File: src/rtl/freq_pkg.sv
// Shared types and level limits for the frequency step controller.
package freq_pkg;

   typedef enum logic [1:0] {
      IDLE      = 2'd0,
      UP_HOLD   = 2'd1,
      DN_HOLD   = 2'd2,
      BOTH_LOCK = 2'd3
   } freq_state_e;

   localparam int LEVEL_W = 3;
   localparam logic [LEVEL_W-1:0] LEVEL_MAX = 3'd7;
   localparam logic [LEVEL_W-1:0] LEVEL_MIN = 3'd0;

endpackage

File: src/rtl/btn_debounce.sv
// Two-flop synchronizer followed by a stability counter; the debounced level
// follows the synchronized input only after DEBOUNCE_CYCLES equal samples.
module btn_debounce #(
   parameter int unsigned DEBOUNCE_CYCLES = 500000
) (
   input  logic clk_i,
   input  logic reset,
   input  logic btn_i,
   output logic level_o
);

   localparam int unsigned CNT_W = (DEBOUNCE_CYCLES > 1) ? $clog2(DEBOUNCE_CYCLES) : 1;
   localparam logic [CNT_W-1:0] CNT_LAST = CNT_W'(DEBOUNCE_CYCLES - 1);

   logic             sync1_q;
   logic             sync2_q;
   logic             level_q;
   logic             level_d;
   logic [CNT_W-1:0] cnt_q;
   logic [CNT_W-1:0] cnt_d;

   // Count only while the synchronized sample disagrees with the accepted level.
   always_comb begin
      level_d = level_q;
      cnt_d   = cnt_q;
      if (sync2_q == level_q) begin
         cnt_d = '0;
      end else if (cnt_q == CNT_LAST) begin
         level_d = sync2_q;
         cnt_d   = '0;
      end else begin
         cnt_d = cnt_q + CNT_W'(1);
      end
   end

   always_ff @(posedge clk_i) begin
      if (reset) begin
         sync1_q <= 1'b0;
         sync2_q <= 1'b0;
         level_q <= 1'b0;
         cnt_q   <= '0;
      end else begin
         sync1_q <= btn_i;
         sync2_q <= sync1_q;
         level_q <= level_d;
         cnt_q   <= cnt_d;
      end
   end

   assign level_o = level_q;

endmodule

File: src/rtl/freq_step_ctrl.sv
// Two-button frequency level controller: debounced press steps the level once,
// holding auto-repeats, pressing both locks out stepping until both release.
module freq_step_ctrl
   import freq_pkg::*;
#(
   parameter int unsigned DEBOUNCE_CYCLES = 500000,
   parameter int unsigned REPEAT_DELAY    = 25000000,
   parameter int unsigned REPEAT_PERIOD   = 10000000
) (
   input  logic               clk_i,
   input  logic               reset,
   input  logic               up_btn_i,
   input  logic               down_btn_i,
   output logic               up_step_o,
   output logic               down_step_o,
   output logic [LEVEL_W-1:0] level_o,
   output logic               at_max_o,
   output logic               at_min_o
);

   localparam int unsigned HOLD_MAX = (REPEAT_DELAY > REPEAT_PERIOD) ? REPEAT_DELAY : REPEAT_PERIOD;
   localparam int unsigned HOLD_W   = (HOLD_MAX > 1) ? $clog2(HOLD_MAX) : 1;
   localparam logic [HOLD_W-1:0] DELAY_LAST  = HOLD_W'(REPEAT_DELAY - 1);
   localparam logic [HOLD_W-1:0] PERIOD_LAST = HOLD_W'(REPEAT_PERIOD - 1);

   logic up_db;
   logic dn_db;
   logic up_db_q;
   logic dn_db_q;
   logic up_rise;
   logic dn_rise;

   freq_state_e       state_q;
   freq_state_e       state_d;
   logic [HOLD_W-1:0] hold_cnt_q;
   logic [HOLD_W-1:0] hold_cnt_d;
   logic              rep_q;
   logic              rep_d;
   logic              hold_fire;
   logic              up_req;
   logic              dn_req;

   logic [LEVEL_W-1:0] level_q;
   logic [LEVEL_W-1:0] level_d;
   logic               up_step_q;
   logic               up_step_d;
   logic               dn_step_q;
   logic               dn_step_d;

   btn_debounce #(.DEBOUNCE_CYCLES(DEBOUNCE_CYCLES)) u_up_db (
      .clk_i   (clk_i),
      .reset   (reset),
      .btn_i   (up_btn_i),
      .level_o (up_db)
   );

   btn_debounce #(.DEBOUNCE_CYCLES(DEBOUNCE_CYCLES)) u_dn_db (
      .clk_i   (clk_i),
      .reset   (reset),
      .btn_i   (down_btn_i),
      .level_o (dn_db)
   );

   assign up_rise = up_db & ~up_db_q;
   assign dn_rise = dn_db & ~dn_db_q;

   // rep_q selects between the initial delay and the steady repeat period.
   assign hold_fire = rep_q ? (hold_cnt_q == PERIOD_LAST) : (hold_cnt_q == DELAY_LAST);

   always_comb begin
      state_d    = state_q;
      hold_cnt_d = hold_cnt_q;
      rep_d      = rep_q;
      up_req     = 1'b0;
      dn_req     = 1'b0;
      if (up_db && dn_db) begin
         state_d    = BOTH_LOCK;
         hold_cnt_d = '0;
         rep_d      = 1'b0;
      end else begin
         case (state_q)
            IDLE: begin
               hold_cnt_d = '0;
               rep_d      = 1'b0;
               if (up_rise) begin
                  state_d = UP_HOLD;
                  up_req  = 1'b1;
               end else if (dn_rise) begin
                  state_d = DN_HOLD;
                  dn_req  = 1'b1;
               end
            end
            UP_HOLD, DN_HOLD: begin
               if ((state_q == UP_HOLD) ? !up_db : !dn_db) begin
                  state_d    = IDLE;
                  hold_cnt_d = '0;
                  rep_d      = 1'b0;
               end else if (hold_fire) begin
                  up_req     = (state_q == UP_HOLD);
                  dn_req     = (state_q == DN_HOLD);
                  hold_cnt_d = '0;
                  rep_d      = 1'b1;
               end else begin
                  hold_cnt_d = hold_cnt_q + HOLD_W'(1);
               end
            end
            BOTH_LOCK: begin
               if (!up_db && !dn_db) state_d = IDLE;
            end
            default: state_d = IDLE;
         endcase
      end
   end

   // Saturation: a request at the limit still advances the FSM but emits nothing.
   always_comb begin
      up_step_d = up_req && (level_q != LEVEL_MAX);
      dn_step_d = dn_req && (level_q != LEVEL_MIN);
      level_d   = level_q;
      if (up_step_d)      level_d = level_q + LEVEL_W'(1);
      else if (dn_step_d) level_d = level_q - LEVEL_W'(1);
   end

   always_ff @(posedge clk_i) begin
      if (reset) begin
         state_q    <= IDLE;
         hold_cnt_q <= '0;
         rep_q      <= 1'b0;
         up_db_q    <= 1'b0;
         dn_db_q    <= 1'b0;
         level_q    <= LEVEL_MIN;
         up_step_q  <= 1'b0;
         dn_step_q  <= 1'b0;
      end else begin
         state_q    <= state_d;
         hold_cnt_q <= hold_cnt_d;
         rep_q      <= rep_d;
         up_db_q    <= up_db;
         dn_db_q    <= dn_db;
         level_q    <= level_d;
         up_step_q  <= up_step_d;
         dn_step_q  <= dn_step_d;
      end
   end

   assign up_step_o   = up_step_q;
   assign down_step_o = dn_step_q;
   assign level_o     = level_q;
   assign at_max_o    = (level_q == LEVEL_MAX);
   assign at_min_o    = (level_q == LEVEL_MIN);

endmodule

File: config.mk
export PLATFORM = sky130hd
export DESIGN_NAME = freq_step_ctrl
export DESIGN_NICKNAME = d
export VERILOG_FILES = /design/src/rtl/freq_pkg.sv /design/src/rtl/btn_debounce.sv /design/src/rtl/freq_step_ctrl.sv
export SDC_FILE = /design/constraint.sdc
export NUM_CORES = 1
export LEC_CHECK = 0
export CAP_MARGIN = 20
export CORE_UTILIZATION = 35
export CTS_CLUSTER_DIAMETER = 200
export DETAILED_ROUTE_END_ITERATION = 10
export GPL_TIMING_DRIVEN = 0
export RECOVER_POWER = 25
export SYNTH_ARGS = -nofsm -noshare
export SYNTH_HDL_FRONTEND = slang
export SYNTH_HIERARCHICAL = 1
export SYNTH_SLANG_ARGS = --single-unit
File: constraint.sdc
create_clock -name clk_i -period 3.3 [get_ports clk_i]
set_clock_uncertainty 0.2 [all_clocks]
set_input_delay 0.495 -clock clk_i [delete_from_list [all_inputs] [get_ports clk_i]]
set_output_delay 0.495 -clock clk_i [all_outputs]
set_load 0.005 [all_outputs]
==> results of run 1 <==
## layout make-up
class	count	area (sq um)	area share
Sequential cell	79	1580	0.347
Tap cell	140	175	0.0384
Clock buffer	10	239	0.0524
Clock inverter	6	42.5	0.00933
Multi-Input combinational cell	358	2310	0.506
Inverter	11	41.3	0.00906
Timing Repair Buffer	10	100	0.0220
Buffer	15	70.1	0.0154
## metrics by stage
stage	hold slack, ps	worst slack (ps)	instance area (sq um)	std cells
2_1_floorplan	214	718	4030	463
3_3_place_gp	219	348	4310	613
3_5_place_dp	233	295	4310	613
4_1_cts	248	274	4590	629
5_1_grt	277	57.5	4560	629
6_report	240	251	4560	629
## power breakdown
group / leakage, nW / internal (mW) / switching, mW
registers: 0.637 / 0.969 / 0.0138
clock network: 0.135 / 0.532 / 0.395
logic: 0.646 / 0.0642 / 0.114
total: 1.42 / 1.57 / 0.524
## Yosys cell counts, types with 4 or more instances
cell type	number	area [sq um]
sky130_fd_sc_hd__a211oi_1	6	45.0
sky130_fd_sc_hd__a21oi_1	22	110
sky130_fd_sc_hd__a311oi_1	10	87.6
sky130_fd_sc_hd__a31oi_1	8	50.1
sky130_fd_sc_hd__and2_1	6	37.5
sky130_fd_sc_hd__and3_1	10	62.6
sky130_fd_sc_hd__and4_1	8	70.1
sky130_fd_sc_hd__buf_2	4	20.0
sky130_fd_sc_hd__clkbuf_1	9	33.8
sky130_fd_sc_hd__dfxtp_1	79	1580
sky130_fd_sc_hd__ha_1	10	125
sky130_fd_sc_hd__inv_1	11	41.3
sky130_fd_sc_hd__mux2i_1	4	40.0
sky130_fd_sc_hd__nand2_1	34	128
sky130_fd_sc_hd__nand2b_1	5	31.3
sky130_fd_sc_hd__nand3_1	32	160
sky130_fd_sc_hd__nand4_1	19	119
sky130_fd_sc_hd__nor2_1	46	173
sky130_fd_sc_hd__nor2b_1	8	50.1
sky130_fd_sc_hd__nor3_1	15	75.1
sky130_fd_sc_hd__nor3b_1	5	37.5
sky130_fd_sc_hd__nor4_1	6	37.5
sky130_fd_sc_hd__nor4b_1	4	35.0
sky130_fd_sc_hd__o21ai_0	10	50.1
sky130_fd_sc_hd__o311a_1	5	50.1
sky130_fd_sc_hd__or3_1	8	50.1
sky130_fd_sc_hd__or4_1	5	37.5
sky130_fd_sc_hd__xnor2_1	18	158
sky130_fd_sc_hd__xor2_1	10	87.6
## layer usage
metal,track usage,share of wire
met1,0.214,0.47
met5,0,0
met4,0.0486,0.011
met3,0.0492,0.039
met2,0.277,0.48
## kinds of logic after synthesis
family	after synthesis	synth area share
AOI/OAI and AO/OA	85	0.155
muxes	4	0.00993
buffers and inverters	26	0.0276
adders and majority gates	11	0.0360
xor gates and xnor gates	28	0.0608
DFF	79	0.392
and+or+nand+nor	230	0.318
## worst min path at each step
stage                      endpoint  slack [ps]  cells past startpoint
floorplan           u_dn_db/sync2_q         210                      1
global route        u_dn_db/sync2_q         280                      1
global placement    u_up_db/sync2_q         220                      1
CTS                 u_up_db/sync2_q         250                      1
finish              u_up_db/sync2_q         240                      1
detailed placement  u_up_db/sync2_q         230                      1
## flip-flops by register name (all words and copies together), names as in the netlist
name             count
up_db_q              1
u_up_db/sync2_q      1
rep_q                1
u_dn_db/sync1_q      1
level_o              3
state_q              2
u_dn_db/cnt_q       19
u_dn_db/level_o      1
u_up_db/cnt_q       19
u_up_db/sync1_q      1
hold_cnt_q          25
dn_db_q              1
u_dn_db/sync2_q      1
up_step_o            1
down_step_o          1
u_up_db/level_o      1
==> report_table.html, run 1 <==
<table>
<tr><th>Metric</th><th>Value</th></tr>
<tr><th colspan="2">Status</th></tr>
<tr><td>Run status</td><td>complete, no violations</td></tr>
<tr><th colspan="2">Worst setup path</th></tr>
<tr><td>CP max stage delay</td><td>around 430 ps</td></tr>
<tr><td>End point of the critical path</td><td>level_o[2]</td></tr>
<tr><td>First element of the critical path</td><td>hold_cnt_q[0]</td></tr>
<tr><td>Critical Path, Cell by Cell</td><td>ha_1 &gt; and4_1 &gt; nand4_1 &gt; a21oi_1 &gt; a21o_1 &gt; inv_1 &gt; fa_1 &gt; nor3b_1 &gt; o21ai_0 &gt; nand3_1</td></tr>
<tr><td>Critical path type</td><td>flop to flop</td></tr>
<tr><td>Slowest stage cell, crit path</td><td>sky130_fd_sc_hd__fa_1</td></tr>
<tr><td>Kind of end point of the critical path</td><td>flop</td></tr>
<tr><td>Max Fanout on Critical Path</td><td>6</td></tr>
<tr><td>Number of cell instances on the worst register-to-register path</td><td>10</td></tr>
<tr><td>Slack of the worst reg-to-reg path</td><td>about 250 ps</td></tr>
<tr><td>Arrival time at the worst endpoint</td><td>3070 ps</td></tr>
<tr><td>Reg-to-reg critical path endpoint</td><td>level_o[2]</td></tr>
<tr><td>WP data required</td><td>roughly 3300 ps</td></tr>
<tr><td>Startpoint of the worst register-to-register path</td><td>hold_cnt_q[0]</td></tr>
<tr><td>Kind of launch point of the worst setup path</td><td>flop</td></tr>
<tr><td>Buffer and inverter count on the worst path</td><td>1</td></tr>
<tr><td>Delay-heaviest family, CP</td><td>simple AND/OR/NAND/NOR gates</td></tr>
<tr><td>Logic depth of the worst path, buffers included</td><td>10</td></tr>
<tr><th colspan="2">CTS</th></tr>
<tr><td>CTS tree</td><td>done</td></tr>
<tr><td>Clock transition time at the flip-flop clock pins of the worst setup and hold paths</td><td>~60 ps</td></tr>
<tr><td>Clock latency at the later pin of the worst-skew pair</td><td>approximately 330 ps</td></tr>
<tr><td>TritonCTS buffer count</td><td>9</td></tr>
<tr><td>Number of H-tree levels</td><td>3</td></tr>
<tr><td>CTS resizes</td><td>0</td></tr>
<tr><td>Deepest clock path buffer count</td><td>2</td></tr>
<tr><td>CTS root buf</td><td>sky130_fd_sc_hd__clkbuf_16</td></tr>
<tr><td>Sink count of the clock tree</td><td>a little under 80</td></tr>
<tr><td>Number of buffers inserted by post-CTS setup repair</td><td>0</td></tr>
<tr><td>Count of hold buffers inserted by post-cts repair</td><td>0</td></tr>
<tr><th colspan="2">Floorplan</th></tr>
<tr><td>Die span in x</td><td>roughly 110 um</td></tr>
<tr><td>Top-level port count</td><td>11</td></tr>
<tr><td>Height of the chip</td><td>approximately 110 um</td></tr>
<tr><td>Starting density of the core</td><td>0.365</td></tr>
<tr><td>Number of core rows</td><td>38</td></tr>
<tr><td>Total die area</td><td>between 10000 and 15000 sq um</td></tr>
<tr><td>Placeable core region</td><td>roughly 11000 sq um</td></tr>
<tr><th colspan="2">Finish</th></tr>
<tr><td>Fraction of final layout cells sized beyond drive strength 1</td><td>0.0695</td></tr>
<tr><td>NumNets Final</td><td>about 500</td></tr>
<tr><td>Core occupancy in the finished layout</td><td>0.413</td></tr>
<tr><td>Commonest non-fill, non-tap cells in the layout</td><td>sky130_fd_sc_hd__dfxtp_1 (79), sky130_fd_sc_hd__nor2_1 (46), sky130_fd_sc_hd__nand2_1 (34)</td></tr>
<tr><td>Final-layout fill cell count</td><td>around 1100</td></tr>
<tr><td>Diodes inserted</td><td>0</td></tr>
<tr><td>Commonest non-fill, non-tap cell in the layout</td><td>sky130_fd_sc_hd__dfxtp_1</td></tr>
<tr><td>Synth-to-layout area growth</td><td>13.1%</td></tr>
<tr><th colspan="2">Route</th></tr>
<tr><td>Routed via count</td><td>about 3500</td></tr>
<tr><td>Antenna viol nets, final</td><td>0</td></tr>
<tr><td>Number of optimization iterations in the first detailed-route pass</td><td>4</td></tr>
<tr><td>DRC violation count after routing</td><td>0</td></tr>
<tr><td>Total Routed Length</td><td>slightly above 9 mm</td></tr>
<tr><td>Average vias per placed instance</td><td>approximately 5.6</td></tr>
<tr><td>DRC violation total after the first TritonRoute iteration</td><td>between 200 and 250</td></tr>
<tr><td>Detailed-route wire length per cell</td><td>14.6 um</td></tr>
<tr><th colspan="2">Synth</th></tr>
<tr><td>Total of flip-flops plus latches after synthesis</td><td>roughly 80</td></tr>
<tr><td>Mean area per synthesized cell</td><td>between 8 and 9 sq um</td></tr>
<tr><td>Proportion of synthesized chip area in sequential cells</td><td>0.392</td></tr>
<tr><td>Synthesized Nets</td><td>478</td></tr>
<tr><td>Synth warnings</td><td>6</td></tr>
<tr><td>Unique masters post-synth</td><td>56</td></tr>
<tr><td>Synth Cell Area</td><td>approximately 4000 sq um</td></tr>
<tr><td>Fraction of registers with async set or reset after synthesis</td><td>0</td></tr>
<tr><td>Post-synth top flop</td><td>sky130_fd_sc_hd__dfxtp_1</td></tr>
<tr><td>Number of cells produced by synthesis</td><td>463</td></tr>
<tr><td>Number of flops mapped to enable cells by yosys</td><td>0</td></tr>
<tr><th colspan="2">Hold path</th></tr>
<tr><td>Hold path startpoint</td><td>u_up_db/sync1_q</td></tr>
<tr><td>Path category of the worst min-delay check</td><td>flop to flop</td></tr>
<tr><th colspan="2">STA</th></tr>
<tr><td>Endpoints failing hold</td><td>0</td></tr>
<tr><td>Top achievable clock speed</td><td>approximately 330 MHz</td></tr>
<tr><td>RSZ-0062 raised after global routing</td><td>no</td></tr>
<tr><td>Shortest period the worst path allows</td><td>between 3000 and 4000 ps</td></tr>
<tr><td>Actual transition at the worst max-transition pin</td><td>~1100 ps</td></tr>
<tr><td>Finish-stage setup viols</td><td>0</td></tr>
<tr><td>Total negative slack</td><td>0 ps</td></tr>
<tr><td>Final worst-path cycle share</td><td>0.924</td></tr>
<tr><td>Pins over their slew limit</td><td>0</td></tr>
<tr><td>Worst rel slew slack</td><td>0.290</td></tr>
<tr><th colspan="2">Placement</th></tr>
<tr><td>GPL Wtd Cong</td><td>just over 0.8</td></tr>
<tr><td>Total of buffers placed on input and output ports</td><td>10</td></tr>
<tr><td>Hpwl dp</td><td>about 6.4 mm</td></tr>
<tr><th colspan="2">Power</th></tr>
<tr><td>Power consumption</td><td>2.09 mW</td></tr>
<tr><td>Maximum ir drop on the vdd rail</td><td>roughly 0.27 mV</td></tr>
<tr><td>Total power density per cell area</td><td>between 400 and 500 nW/um^2</td></tr>
<tr><td>Pleak</td><td>1.42 nW</td></tr>
<tr><th colspan="2">Run</th></tr>
<tr><td>Number of max-cap violations</td><td>0</td></tr>
<tr><th colspan="2">GRT</th></tr>
<tr><td>First-pass GRT wire length</td><td>about 16 mm</td></tr>
<tr><td>Via count of the first global-routing pass</td><td>approximately 3300</td></tr>
<tr><td>Remaining Overflow, GRT</td><td>0</td></tr>
<tr><td>Global routing usage summed across all routing layers</td><td>0.168</td></tr>
<tr><td>Pin count of the biggest net entering global routing</td><td>16</td></tr>
<tr><td>Number of antenna violations at the first check in global routing</td><td>0</td></tr>
</table>
Power figures use the tool's default switching activity.
==> run 2: changes to the inputs <==
==> constraint.sdc (replaced) <==
create_clock -name clk_i -period 2.47 [get_ports clk_i]
set_clock_uncertainty 0.2 [all_clocks]
set_input_delay 0.3705 -clock clk_i [delete_from_list [all_inputs] [get_ports clk_i]]
set_output_delay 0.3705 -clock clk_i [all_outputs]
set_load 0.005 [all_outputs]
==> report_table.html, run 2 (synthesis gave the netlist of run 1 again) <==
<table>
<tr><th>Metric</th><th>Value</th></tr>
<tr><th colspan="2">CTS</th></tr>
<tr><td>TritonCTS buffer count</td><td>9 (unchanged)</td></tr>
<tr><td>Clock transition time at the flip-flop clock pins of the worst setup and hold paths</td><td>60 ps (about the same)</td></tr>
<tr><td>Number of H-tree levels</td><td>3 (unchanged)</td></tr>
<tr><td>Count of hold buffers inserted by post-cts repair</td><td>0 (unchanged)</td></tr>
<tr><td>CTS tree</td><td>done</td></tr>
<tr><td>CTS root buf</td><td>sky130_fd_sc_hd__clkbuf_16</td></tr>
<tr><td>Sink count of the clock tree</td><td>79 (unchanged)</td></tr>
<tr><td>Clock latency at the later pin of the worst-skew pair</td><td>340 ps (about the same)</td></tr>
<tr><td>Deepest clock path buffer count</td><td>2 (unchanged)</td></tr>
<tr><th colspan="2">STA</th></tr>
<tr><td>Total negative slack</td><td>-9.79 ps (-9.79 ps)</td></tr>
<tr><td>Top achievable clock speed</td><td>403 MHz (+23%)</td></tr>
<tr><td>Pins over their slew limit</td><td>0 (unchanged)</td></tr>
<tr><td>Worst rel slew slack</td><td>0.597 (+0.307)</td></tr>
<tr><td>Finish-stage setup viols</td><td>1 (+1)</td></tr>
<tr><td>RSZ-0062 raised after global routing</td><td>yes</td></tr>
<tr><td>Final worst setup slack</td><td>-9.79 ps (-261 ps)</td></tr>
<tr><td>Shortest period the worst path allows</td><td>2480 ps (-569 ps)</td></tr>
<tr><td>Actual transition at the worst max-transition pin</td><td>605 ps (-450 ps)</td></tr>
<tr><td>Endpoints failing hold</td><td>0 (unchanged)</td></tr>
<tr><td>Final worst-path cycle share</td><td>1.00 (+0.0800)</td></tr>
<tr><th colspan="2">Status</th></tr>
<tr><td>Violations in the final reports</td><td>setup timing</td></tr>
<tr><td>Run status</td><td>complete, but fails checks</td></tr>
<tr><th colspan="2">GRT</th></tr>
<tr><td>Pin count of the biggest net entering global routing</td><td>16 (unchanged)</td></tr>
<tr><td>Via count of the first global-routing pass</td><td>3309 (+1.1%)</td></tr>
<tr><td>First-pass GRT wire length</td><td>15.4 mm (-2.6%)</td></tr>
<tr><td>Number of antenna violations at the first check in global routing</td><td>0 (unchanged)</td></tr>
<tr><td>Remaining Overflow, GRT</td><td>0 (unchanged)</td></tr>
<tr><td>Global routing usage summed across all routing layers</td><td>0.165 (-0.00350)</td></tr>
<tr><th colspan="2">Floorplan</th></tr>
<tr><td>Height of the chip</td><td>109 um (unchanged)</td></tr>
<tr><td>Total die area</td><td>12000 sq um (unchanged)</td></tr>
<tr><td>Number of core rows</td><td>38 (unchanged)</td></tr>
<tr><td>Starting density of the core</td><td>0.365 (unchanged)</td></tr>
<tr><td>Die span in x</td><td>109 um (unchanged)</td></tr>
<tr><td>Top-level port count</td><td>11 (unchanged)</td></tr>
<tr><td>Placeable core region</td><td>11000 sq um (unchanged)</td></tr>
<tr><th colspan="2">Finish</th></tr>
<tr><td>Non-filler instance count after layout</td><td>647 (+2.9%)</td></tr>
<tr><td>Commonest non-fill, non-tap cell in the layout</td><td>sky130_fd_sc_hd__dfxtp_1</td></tr>
<tr><td>Fraction of final layout cells sized beyond drive strength 1</td><td>0.176 (+0.106)</td></tr>
<tr><td>Largest register by flop count</td><td>hold_cnt_q</td></tr>
<tr><td>NumNets Final</td><td>517 (+3.6%)</td></tr>
<tr><td>Final-layout fill cell count</td><td>1086 (-3.6%)</td></tr>
<tr><td>Number of flip-flops in the largest register</td><td>25 (unchanged)</td></tr>
<tr><td>Commonest non-fill, non-tap cells in the layout</td><td>sky130_fd_sc_hd__dfxtp_1 (68), sky130_fd_sc_hd__nor2_1 (46), sky130_fd_sc_hd__nand2_1 (34)</td></tr>
<tr><td>Registers with the highest flip-flop counts</td><td>hold_cnt_q x25, u_dn_db/cnt_q x19, u_up_db/cnt_q x19</td></tr>
<tr><td>Diodes inserted</td><td>0 (unchanged)</td></tr>
<tr><td>Fin area</td><td>4960 sq um (+8.9%)</td></tr>
<tr><td>Synth-to-layout area growth</td><td>23.1%</td></tr>
<tr><th colspan="2">Placement</th></tr>
<tr><td>Total of buffers placed on input and output ports</td><td>10 (unchanged)</td></tr>
<tr><td>GPL Wtd Cong</td><td>0.818 (-0.57%)</td></tr>
<tr><td>Placed cell count</td><td>613 (unchanged)</td></tr>
<tr><td>Hpwl dp</td><td>6.24 mm (-2.4%)</td></tr>
<tr><td>Total cell area at the placement stage</td><td>4320 sq um (+0.23%)</td></tr>
<tr><td>Place WS</td><td>-358 ps (-653 ps)</td></tr>
<tr><th colspan="2">Worst setup path</th></tr>
<tr><td>Critical path type</td><td>flop to flop</td></tr>
<tr><td>Max Fanout on Critical Path</td><td>5 (-1)</td></tr>
<tr><td>WP data required</td><td>2480 ps (-840 ps)</td></tr>
<tr><td>Kind of end point of the critical path</td><td>flop</td></tr>
<tr><td>Kind of launch point of the worst setup path</td><td>flop</td></tr>
<tr><td>Slack of the worst reg-to-reg path</td><td>-10 ps (-260 ps)</td></tr>
<tr><td>Arrival time at the worst endpoint</td><td>2490 ps (-580 ps)</td></tr>
<tr><th colspan="2">Route</th></tr>
<tr><td>Average vias per placed instance</td><td>5.57 (-0.89%)</td></tr>
<tr><td>Total Routed Length</td><td>9.36 mm (+1.6%)</td></tr>
<tr><td>DRC violation count after routing</td><td>0 (unchanged)</td></tr>
<tr><td>Detailed-route wire length per cell</td><td>14.5 um (-1.2%)</td></tr>
<tr><td>Antenna viol nets, final</td><td>0 (unchanged)</td></tr>
<tr><td>DRC violation total after the first TritonRoute iteration</td><td>241 (+5.2%)</td></tr>
<tr><td>Number of optimization iterations in the first detailed-route pass</td><td>4 (unchanged)</td></tr>
<tr><td>Routed via count</td><td>3605 (+2.0%)</td></tr>
<tr><th colspan="2">Power</th></tr>
<tr><td>Maximum ir drop on the vdd rail</td><td>0.416 mV (+54%)</td></tr>
<tr><td>Pleak</td><td>1.59 nW (+12%)</td></tr>
<tr><td>Power consumption</td><td>3.17 mW (+52%)</td></tr>
<tr><td>Total power density per cell area</td><td>638 nW/um^2 (+39%)</td></tr>
<tr><th colspan="2">Run</th></tr>
<tr><td>Number of max-cap violations</td><td>0 (unchanged)</td></tr>
<tr><th colspan="2">Hold path</th></tr>
<tr><td>Path category of the worst min-delay check</td><td>flop to flop</td></tr>
</table>
==> run 2: cell types whose count changed in the layout (fill, tap and decap cells not counted), sizes merged <==
cell and delta:
bufinv +3, inv -1, dlygate4sd3 -2, clkbuf -2, buf +21, clkdlybuf4s50 +2, clkinv -1, clkinvlp -2
==> run 2: timing repair <==
action	in CTS	in global routing
endpoints found under the setup margin	27	28
gates resized for setup	27	30
pin swaps	7	10
setup buffers	11	10
==> run 2: final cells by class <==
cell class | count | area [sq um] | share of cell area
inverter | 11 | 43.8 | 0.00882
tap | 140 | 175 | 0.0353
multi-input combinational | 358 | 2460 | 0.495
clock buffer | 11 | 243 | 0.0489
buffer | 12 | 68.8 | 0.0139
timing repair buffer | 31 | 258 | 0.0519
clock inverter | 5 | 104 | 0.0209
sequential | 79 | 1610 | 0.325
==> run 2: critical path, cell delays in order, from the launching register on <==
cell and delay, ps:
sky130_fd_sc_hd__dfxtp_4 370, sky130_fd_sc_hd__nand4_1 100, sky130_fd_sc_hd__or4_4 560, sky130_fd_sc_hd__a21oi_4 180, sky130_fd_sc_hd__a21o_1 160, sky130_fd_sc_hd__inv_2 50
sky130_fd_sc_hd__fa_2 360, sky130_fd_sc_hd__nor3b_1 150, sky130_fd_sc_hd__o21ai_1 140, sky130_fd_sc_hd__nand3_1 80
==> run 2: path summary, 6_finish.rpt <==
check / startpoint / cells after the start / endpoint
worst max-delay path: hold_cnt_q[18] / 9 / level_o[2]
worst min-delay path: u_dn_db/sync1_q / 1 / u_dn_db/sync2_q
worst max register to register: hold_cnt_q[18] / 9 / level_o[2]
worst min register to register: u_dn_db/sync1_q / 1 / u_dn_db/sync2_q
==> run 2: routing by layer <==
layer  track usage  share of wire  vias up
met4        0.0657          0.018        0
met3        0.0468          0.041       14
li1              -              -     1815
met1         0.203           0.45     1706
met5             0              0        -
met2         0.272           0.49       70
==> run 2: report_power, final <==
group          leakage, nW  total [mW]  switching [mW]  internal [mW]
combinational        0.773       0.320           0.184          0.137
clock                0.170        1.52           0.508           1.02
sequential           0.645        1.32          0.0273           1.30
total                 1.59        3.17           0.719           2.45
==> run 2: through the flow <==
| stage | utilization | hold slack (ps) |
|---|---|---|
| floorplan | - | 214 |
| CTS | 0.437 | 246 |
| global route | 0.450 | 279 |
| finish | 0.450 | 243 |
| detailed placement | 0.391 | 232 |
| global placement | 0.391 | 233 |
==> run 3: changes to the inputs <==
--- a/config.mk
+++ b/config.mk
@@ -7,8 +7,9 @@
 export LEC_CHECK = 0
 export CAP_MARGIN = 20
 export CORE_UTILIZATION = 35
-export CTS_CLUSTER_DIAMETER = 200
+export CTS_CLUSTER_DIAMETER = 80
 export DETAILED_ROUTE_END_ITERATION = 10
+export GPL_ROUTABILITY_DRIVEN = 0
 export GPL_TIMING_DRIVEN = 0
 export RECOVER_POWER = 25
 export SYNTH_ARGS = -nofsm -noshare
==> results of run 3 <==
Final layout, timing and power as in run 2 (identical DEF).
